<file path="src/rtl/quad_decoder_if.sv">
// Encoder inputs, controls and step/dir/count/err outputs of quad_decoder.
// The master side is the decoder; the slave side is the counter or bench that consumes step/dir.
interface quad_decoder_if #(
   parameter int WIDTH = 3
);
   logic             a_in;
   logic             b_in;
   logic             clear;
   logic             err_clr;
   logic             step;
   logic             dir;
   logic [WIDTH-1:0] count;
   logic             err;

   modport master (
      input  a_in, b_in, clear, err_clr,
      output step, dir, count, err
   );

   modport slave (
      output a_in, b_in, clear, err_clr,
      input  step, dir, count, err
   );
endinterface

</file>
<file path="src/rtl/quad_decoder.sv">
// Quadrature A/B decoder with step/dir pulses, wrapping count and a sticky err flag; QDEC_GLITCH_FILTER_EN adds an input filter.
// Latency: 3 edges from input change to step, plus FILTER_LEN edges with the filter. No backpressure: step is a 1-cycle pulse.
module quad_decoder #(
   parameter int WIDTH      = 3,
   parameter int FILTER_LEN = 2
) (
   input  logic           clk,
   input  logic           rst_n,
   quad_decoder_if.master bus
);

   if (FILTER_LEN < 1 || FILTER_LEN > 15) begin : g_bad_filter_len
      $error("quad_decoder: FILTER_LEN must be in 1..15");
   end

   // Phase vectors are {A,B}
   logic [1:0] sync1_q, sync1_d;
   logic [1:0] sync2_q, sync2_d;
   logic [1:0] vld_q, vld_d;
   logic [1:0] ph;
   logic       ph_vld;

   always_comb begin
      sync1_d = {bus.a_in, bus.b_in};
      sync2_d = sync1_q;
      vld_d   = {vld_q[0], 1'b1};
   end

`ifdef QDEC_GLITCH_FILTER_EN
   localparam logic [3:0] FLT_LAST = 4'(FILTER_LEN - 1);

   logic [1:0] flt_q, flt_d;
   logic       flt_vld_q, flt_vld_d;
   logic [3:0] fcnt_q [2];
   logic [3:0] fcnt_d [2];

   // The filter is seeded from the first valid synchronized sample so a static level is never seen as a change
   always_comb begin
      flt_d     = flt_q;
      flt_vld_d = flt_vld_q;
      for (int i = 0; i < 2; i++) begin
         fcnt_d[i] = 4'd0;
      end
      if (!flt_vld_q) begin
         if (vld_q[1]) begin
            flt_d     = sync2_q;
            flt_vld_d = 1'b1;
         end
      end else begin
         for (int i = 0; i < 2; i++) begin
            if (sync2_q[i] != flt_q[i]) begin
               if (fcnt_q[i] == FLT_LAST) begin
                  flt_d[i] = sync2_q[i];
               end else begin
                  fcnt_d[i] = fcnt_q[i] + 4'd1;
               end
            end
         end
      end
   end

   always_ff @(posedge clk or negedge rst_n) begin
      if (!rst_n) begin
         flt_q     <= 2'b00;
         flt_vld_q <= 1'b0;
         fcnt_q[0] <= 4'd0;
         fcnt_q[1] <= 4'd0;
      end else begin
         flt_q     <= flt_d;
         flt_vld_q <= flt_vld_d;
         fcnt_q[0] <= fcnt_d[0];
         fcnt_q[1] <= fcnt_d[1];
      end
   end

   assign ph     = flt_q;
   assign ph_vld = flt_vld_q;
`else
   assign ph     = sync2_q;
   assign ph_vld = vld_q[1];
`endif

   // Position of a phase along the up sequence 00,10,11,01
   function automatic logic [1:0] gidx(input logic [1:0] p);
      return {p[0], p[1] ^ p[0]};
   endfunction

   logic             step_q, step_d;
   logic             dir_q, dir_d;
   logic [WIDTH-1:0] count_q, count_d;
   logic             err_q, err_d;
   logic [1:0]       prev_q, prev_d;
   logic             primed_q, primed_d;
   logic [1:0]       delta;

   always_comb begin
      delta    = gidx(ph) - gidx(prev_q);
      step_d   = 1'b0;
      dir_d    = dir_q;
      count_d  = count_q;
      err_d    = bus.err_clr ? 1'b0 : err_q;
      prev_d   = prev_q;
      primed_d = primed_q | ph_vld;
      if (!primed_q) begin
         if (ph_vld) begin
            prev_d = ph;
         end
      end else if (ph != prev_q) begin
         prev_d = ph;
         case (delta)
            2'd1: begin
               step_d  = 1'b1;
               dir_d   = 1'b1;
               count_d = count_q + WIDTH'(1);
            end
            2'd3: begin
               step_d  = 1'b1;
               dir_d   = 1'b0;
               count_d = count_q - WIDTH'(1);
            end
            default: err_d = 1'b1;
         endcase
      end
      if (bus.clear) begin
         count_d = '0;
      end
   end

   always_ff @(posedge clk or negedge rst_n) begin
      if (!rst_n) begin
         sync1_q  <= 2'b00;
         sync2_q  <= 2'b00;
         vld_q    <= 2'b00;
         step_q   <= 1'b0;
         dir_q    <= 1'b1;
         count_q  <= '0;
         err_q    <= 1'b0;
         prev_q   <= 2'b00;
         primed_q <= 1'b0;
      end else begin
         sync1_q  <= sync1_d;
         sync2_q  <= sync2_d;
         vld_q    <= vld_d;
         step_q   <= step_d;
         dir_q    <= dir_d;
         count_q  <= count_d;
         err_q    <= err_d;
         prev_q   <= prev_d;
         primed_q <= primed_d;
      end
   end

   assign bus.step  = step_q;
   assign bus.dir   = dir_q;
   assign bus.count = count_q;
   assign bus.err   = err_q;

endmodule

</file>
<file path="src/flat_wrapper.sv">
// flat-port wrapper written by rule: the top's interface ports become plain ports
module quad_decoder_flat 
#(
   parameter int WIDTH      = 3,
   parameter int FILTER_LEN = 2
)
  (clk, rst_n, bus_a_in, bus_b_in, bus_clear, bus_err_clr, bus_step, bus_dir, bus_count, bus_err);
  quad_decoder_if #(.WIDTH(WIDTH)) bus_i ();
  input  logic clk;
  input  logic rst_n;
  input wire logic [$bits(bus_i.a_in)-1:0] bus_a_in;
  input wire logic [$bits(bus_i.b_in)-1:0] bus_b_in;
  input wire logic [$bits(bus_i.clear)-1:0] bus_clear;
  input wire logic [$bits(bus_i.err_clr)-1:0] bus_err_clr;
  output wire logic [$bits(bus_i.step)-1:0] bus_step;
  output wire logic [$bits(bus_i.dir)-1:0] bus_dir;
  output wire logic [$bits(bus_i.count)-1:0] bus_count;
  output wire logic [$bits(bus_i.err)-1:0] bus_err;
  assign bus_i.a_in = bus_a_in;
  assign bus_i.b_in = bus_b_in;
  assign bus_i.clear = bus_clear;
  assign bus_i.err_clr = bus_err_clr;
  assign bus_step = bus_i.step;
  assign bus_dir = bus_i.dir;
  assign bus_count = bus_i.count;
  assign bus_err = bus_i.err;
  quad_decoder #(.WIDTH(WIDTH), .FILTER_LEN(FILTER_LEN)) u_core (.clk(clk), .rst_n(rst_n), .bus(bus_i));
endmodule
</file>
<file path="config.mk">
export PLATFORM = sky130hd
export DESIGN_NAME = quad_decoder_flat
export DESIGN_NICKNAME = d
export VERILOG_FILES = /design/src/rtl/quad_decoder_if.sv /design/src/rtl/quad_decoder.sv /design/src/flat_wrapper.sv
export SDC_FILE = /design/constraint.sdc
export NUM_CORES = 1
export LEC_CHECK = 0
export CAP_MARGIN = 25
export CELL_PAD_IN_SITES_DETAIL_PLACEMENT = 1
export CELL_PAD_IN_SITES_GLOBAL_PLACEMENT = 1
export CORE_MARGIN = 3
export CORE_UTILIZATION = 39
export DETAILED_ROUTE_END_ITERATION = 8
export PLACE_DENSITY = 0.8
export SLEW_MARGIN = 20
export SYNTH_ARGS = -nofsm -noshare
export SYNTH_HDL_FRONTEND = slang
export SYNTH_SLANG_ARGS = --single-unit
</file>
<file path="constraint.sdc">
create_clock -name clk -period 2.68 [get_ports clk]
set_input_delay 0.268 -clock clk [delete_from_list [all_inputs] [get_ports clk]]
set_output_delay 0.268 -clock clk [all_outputs]
set_load 0.005 [all_outputs]
</file>
Word-level counts from Yosys, hierarchy flattened
Cells that the tools add are included.
Widths: inputs -> output; s select.
- bitwise gates (word level): 3
- add/sub/neg operators: 3
- equality and inequality tests: 4
- reductions and logical operators: 9
- mux-type cells: 15
- operators with widths (kind ; count):
    $mux 3 ; 3
    $reduce_bool 2->1 ; 4
    $mux 1 ; 7
    $mux 2 ; 3
    $pmux 3 s2 ; 1
    $reduce_and 3->1 ; 2
    $add 3x1->3 const B ; 1
    $reduce_bool 3->1 ; 1
    $sub 3x1->3 const B ; 1
    $eq 2x1->1 const B ; 1
    $eq 2x2->1 const B ; 1
    $ne 2x2->1 ; 1
    $ne 2x2->1 const B ; 1
    $pmux 1 s2 ; 1
    $reduce_and 2->1 ; 1
    $reduce_or 2->1 ; 1
    $sub 2x2->2 ; 1
    $xor 1x1->1 ; 2
    $or 1x1->1 ; 1
- word-level logic and storage cells: 43
- output and inout port bits: 6
- input bits: 6
- register bits: 15

Longest topological paths before layout
- depth in word-level cells: 7
- depth in mapped cells: 10
- gate-level depth less buffers: 10

Least setup slack after synthesis
OpenSTA, ideal clock, no wires.
- kind: register to register
- start point: reg u_core.sync2_q[0] (netlist: u_core.ph[0])
- end point: reg u_core.count_q[2] (netlist: u_core.bus.count[2])
- clock period less this slack: 2.042 ns
- data required time: 2.560 ns
- path slack: 0.638 ns
- cell stages (with the launch flop): 10
- arrival time: 1.923 ns
- path buffers: 0
- setup time: 0.120 ns
- cell sequence: dfrtp_1 xnor2_1 ha_1 xnor3_1 nor2_1 xor2_1 ha_1 nor2_1 mux2_4 a31o_1
- longest elaborated chain between the ends: 7
- elaborated cells on any way between the ends: 12
- those cells by class: add/sub: 1; eq/ne: 3; mux: 4; bitwise: 1; reduce/logical: 3
- ends and longest elaborated chain (item ; line ; text):
    from (decl) ; quad_decoder.sv:18 ; logic [1:0] sync2_q, sync2_d;
    from (signal assigned) ; quad_decoder.sv:142 ; sync2_q <= sync2_d;
    $xor 1x1->1 ; quad_decoder.sv:85 ; return {p[0], p[1] ^ p[0]};
    $sub 2x2->2 ; quad_decoder.sv:97 ; delta = gidx(ph) - gidx(prev_q);
    $eq 2x2->1 or $eq 2x1->1 (tied branches) ; quad_decoder.sv:110 ; case (delta)
    $pmux 3 s2 ; quad_decoder.sv:110 ;
    $mux 3 ; quad_decoder.sv:108 ; end else if (ph != prev_q) begin
    $mux 3 ; quad_decoder.sv:104 ; if (!primed_q) begin
    $mux 3 ; quad_decoder.sv:124 ; if (bus.clear) begin
    to (signal assigned) ; quad_decoder.sv:146 ; count_q <= count_d;
    to (decl) ; quad_decoder.sv:90 ; logic [WIDTH-1:0] count_q, count_d;
Several ways; a longest one is shown, not always the timed one. The select of a mux whose other input is x is not followed.
A chain may end at the register's enable or synchronous reset.

Worst setup path in the final report
Same ends and word-level chain as after synthesis.

==> results.ini <==
[routing]
drc=0
routed_wl_um=982
first_pass_iters=1
num_vias=372
ant_nets=0
post_drt_wl_per_cell_um=13.1
via_per_inst=4.96
first_iter_violations=0

[global_routing]
grt_pass1_wl_mm=1.77
antenna_found_initial=0
grt_max_degree=16
use_met2_pct=17.3
globalRoute.busiestLayer=met2
gr-usage-all-layers_pct=11.8
grt_util_met1_pct=15.9
grt_use_met3_pct=2.34
grt_pass1_vias=417
gr-total-overflow=0

[placement]
place_ws_ns=0.457
portBuffers=11
dp_hpwl_um=750
place.gp.congestion=0.709

[sta]
slew_headroom_pct=56.3
period_needed_ns=2.24
fin_worst_skew_ns=0.00744
setup_viol=0
finalHoldViolCount=0
tightest_slew_ns=0.653
finalWorstSetupSlack_ns=0.438
slew_violations=0
max_freq_mhz=446
finalSetupTns_ns=0
post-route-period-util_pct=83.7
rsz0062_at_grt=false

[cells_and_area]
final_common_cell=dfrtp_1
area_delta_synth_final_pct=24.8
diodes=0
seqCellArea_um2=377
drive_gt1_share_pct=18.3
multi_input_area_um2=243
fin_nets=69
final_cell_mix=14 x dfrtp_1, 11 x clkdlybuf4s50_1, 6 x nor2_1
nFillCells=147

[floorplanning]
core_area_um2=1400
die-area_um2=2140
start_util_pct=45.1
num_io_pins=12
die_h_um=46.2
rows=13
die_w_um=46.2

[clock_network]
cts.repair.resized=0
cts_tree=done
cts_setup_buffers=0
postCtsHoldBufs=0
clk_pin_slew_ns=0.09
clock-sinks=15
cts_root_buf=clkbuf_4
clk_latency_ns=0.28
max-clock-path-buffers=2
numCtsBuffers=3
htreeDepth=1

[worst_setup_path]
r2r-end=u_core.bus.count[2]
slowest_delay_ns=0.46
crit_path_end_kind=flip-flop
path_buf_inv=0
rr_worst_depth=9
slowest_stage=dfrtp_1
ff2ff_setup_slack_ns=0.44
critPathKind=reg -> reg
startpoint=u_core.ph[0]
crit_path_end=u_core.bus.count[2]
path_cells=xnor2_1 > ha_1 > xnor3_1 > nor2_1 > xor2_1 > ha_1 > nor2_1 > mux2_4 > a31o_1
worstPathRequired_ns=2.85
crit_fanout=4
crit_cells=9
arrival_ns=2.41
path_delay_family=XOR/XNOR gates
start_kind=flip-flop
timing.rr.start=u_core.ph[0]

[synthesis]
synth_top_family_by_area=XOR/XNOR gates
synth_simple_gate_area_share_pct=4.56
yosysWarnings=0
synth_fa_ha_area_share_pct=3.97
synth-seq-cells=15
yosysUniqueCellTypes=18
synth_compound_area_share_pct=8.13
syn_nets=53
avgSynthCellArea_um2=14.0
synth-seq-area-share_pct=59.7
synth_cells=45
mappedNetlistArea_um2=631
synthMuxAreaShare_pct=9.33
synthXorXnorAreaFrac_pct=11.9

[worst_hold_path]
hold_path.class=reg -> reg

[flow_run]
cap_violations=0

[power_and_ir_drop]
finalPower_w=0.000584
sw_frac_of_total_pct=27.0
switchingPower_w=0.000158
power_frac_comb_pct=29.4
clock_power_share_pct=21.6
internal-power_w=0.000426
leakagePower_nw=0.357
worst_ir_drop_vdd_mv=0.351
seqPwrFrac_pct=49.0
power_density_nw_per_um2=742

[run_status]
status=complete, no violations

## worst min path at each step
stage                      startpoint                  end  slack (ns)  cells after the start
finish              u_core.sync1_q[0]         u_core.ph[0]        0.37                      0
global route        u_core.sync1_q[0]         u_core.ph[0]        0.39                      0
CTS                   u_core.vld_q[0]      u_core.vld_q[1]        0.37                      0
detailed placement    u_core.vld_q[0]      u_core.vld_q[1]        0.35                      0
global placement    u_core.sync1_q[1]         u_core.ph[1]        0.33                      0
floorplan                       rst_n  u_core.bus.count[0]       -0.03                      0
## flip-flops by register name, summed over array words and instances, names as in the netlist
name / count
u_core.vld_q: 2
u_core.ph: 2
u_core.primed_q: 1
u_core.prev_q: 2
u_core.sync1_q: 2
u_core.bus.err: 1
u_core.bus.step: 1
u_core.bus.count: 3
u_core.bus.dir: 1
## synth_stat cells
cell	instances	share of area (%)
a22o_1	1	1.4
xnor3_1	1	3.6
nor2_1	6	3.6
a31o_1	1	1.4
conb_1	1	0.59
mux2i_1	1	1.6
xor2_1	2	2.8
mux2_2	3	5.4
xnor2_1	4	5.6
a21oi_1	1	0.79
dfstp_2	1	4.2
dfrtp_1	14	56
a21oi_2	1	1.4
ha_1	2	4.0
inv_1	3	1.8
mux2_4	1	2.4
a211oi_4	1	3.2
nand2b_1	1	0.99
## logic make-up after synthesis
group	Yosys count
flops	15
xor+xnor	7
simple gates	7
compound gates	5
mux	5
buf+inv	3
fa+ha+maj	2
other cells	1
## stage by stage
stage | utilization (%) | instance area (um^2) | hold WS, ns | std cells
6_report | 56.3 | 787 | 0.368 | 75
5_1_grt | 56.3 | 787 | 0.389 | 75
4_1_cts | 56.3 | 787 | 0.372 | 75
3_5_place_dp | 54.3 | 759 | 0.350 | 71
3_3_place_gp | 54.3 | 759 | 0.332 | 71
2_1_floorplan | - | 631 | -0.0276 | 45
## metal layers
| metal | up-vias | routed length (um) |
|---|---|---|
| met1 | 187 | 465 |
| met3 | 2 | 42 |
| met2 | 7 | 464 |
| met5 | - | 0 |
| li1 | 176 | - |
| met4 | 0 | 10 |
## cell type report
type	count	area share, %
multi-input cells	27	30.8
clock inverters	1	0.636
well taps	15	2.38
flip-flops and latches	15	47.9
inverters	3	1.43
repair buffers	11	14.0
clock buffers	3	2.86
## power groups by stage
stage / Combinational (W) / Sequential, W / Clock, W
after detailed placement: 0.000174 / 0.000292 / 0
after global routing: 0.000192 / 0.000291 / 0.000143
after CTS: 0.000175 / 0.000287 / 0.000132
final: 0.000172 / 0.000286 / 0.000126
after floorplan: 0.0000933 / 0.000291 / 0
after global placement: 0.000171 / 0.000289 / 0
No activity file was read; power rests on OpenSTA's default activity.
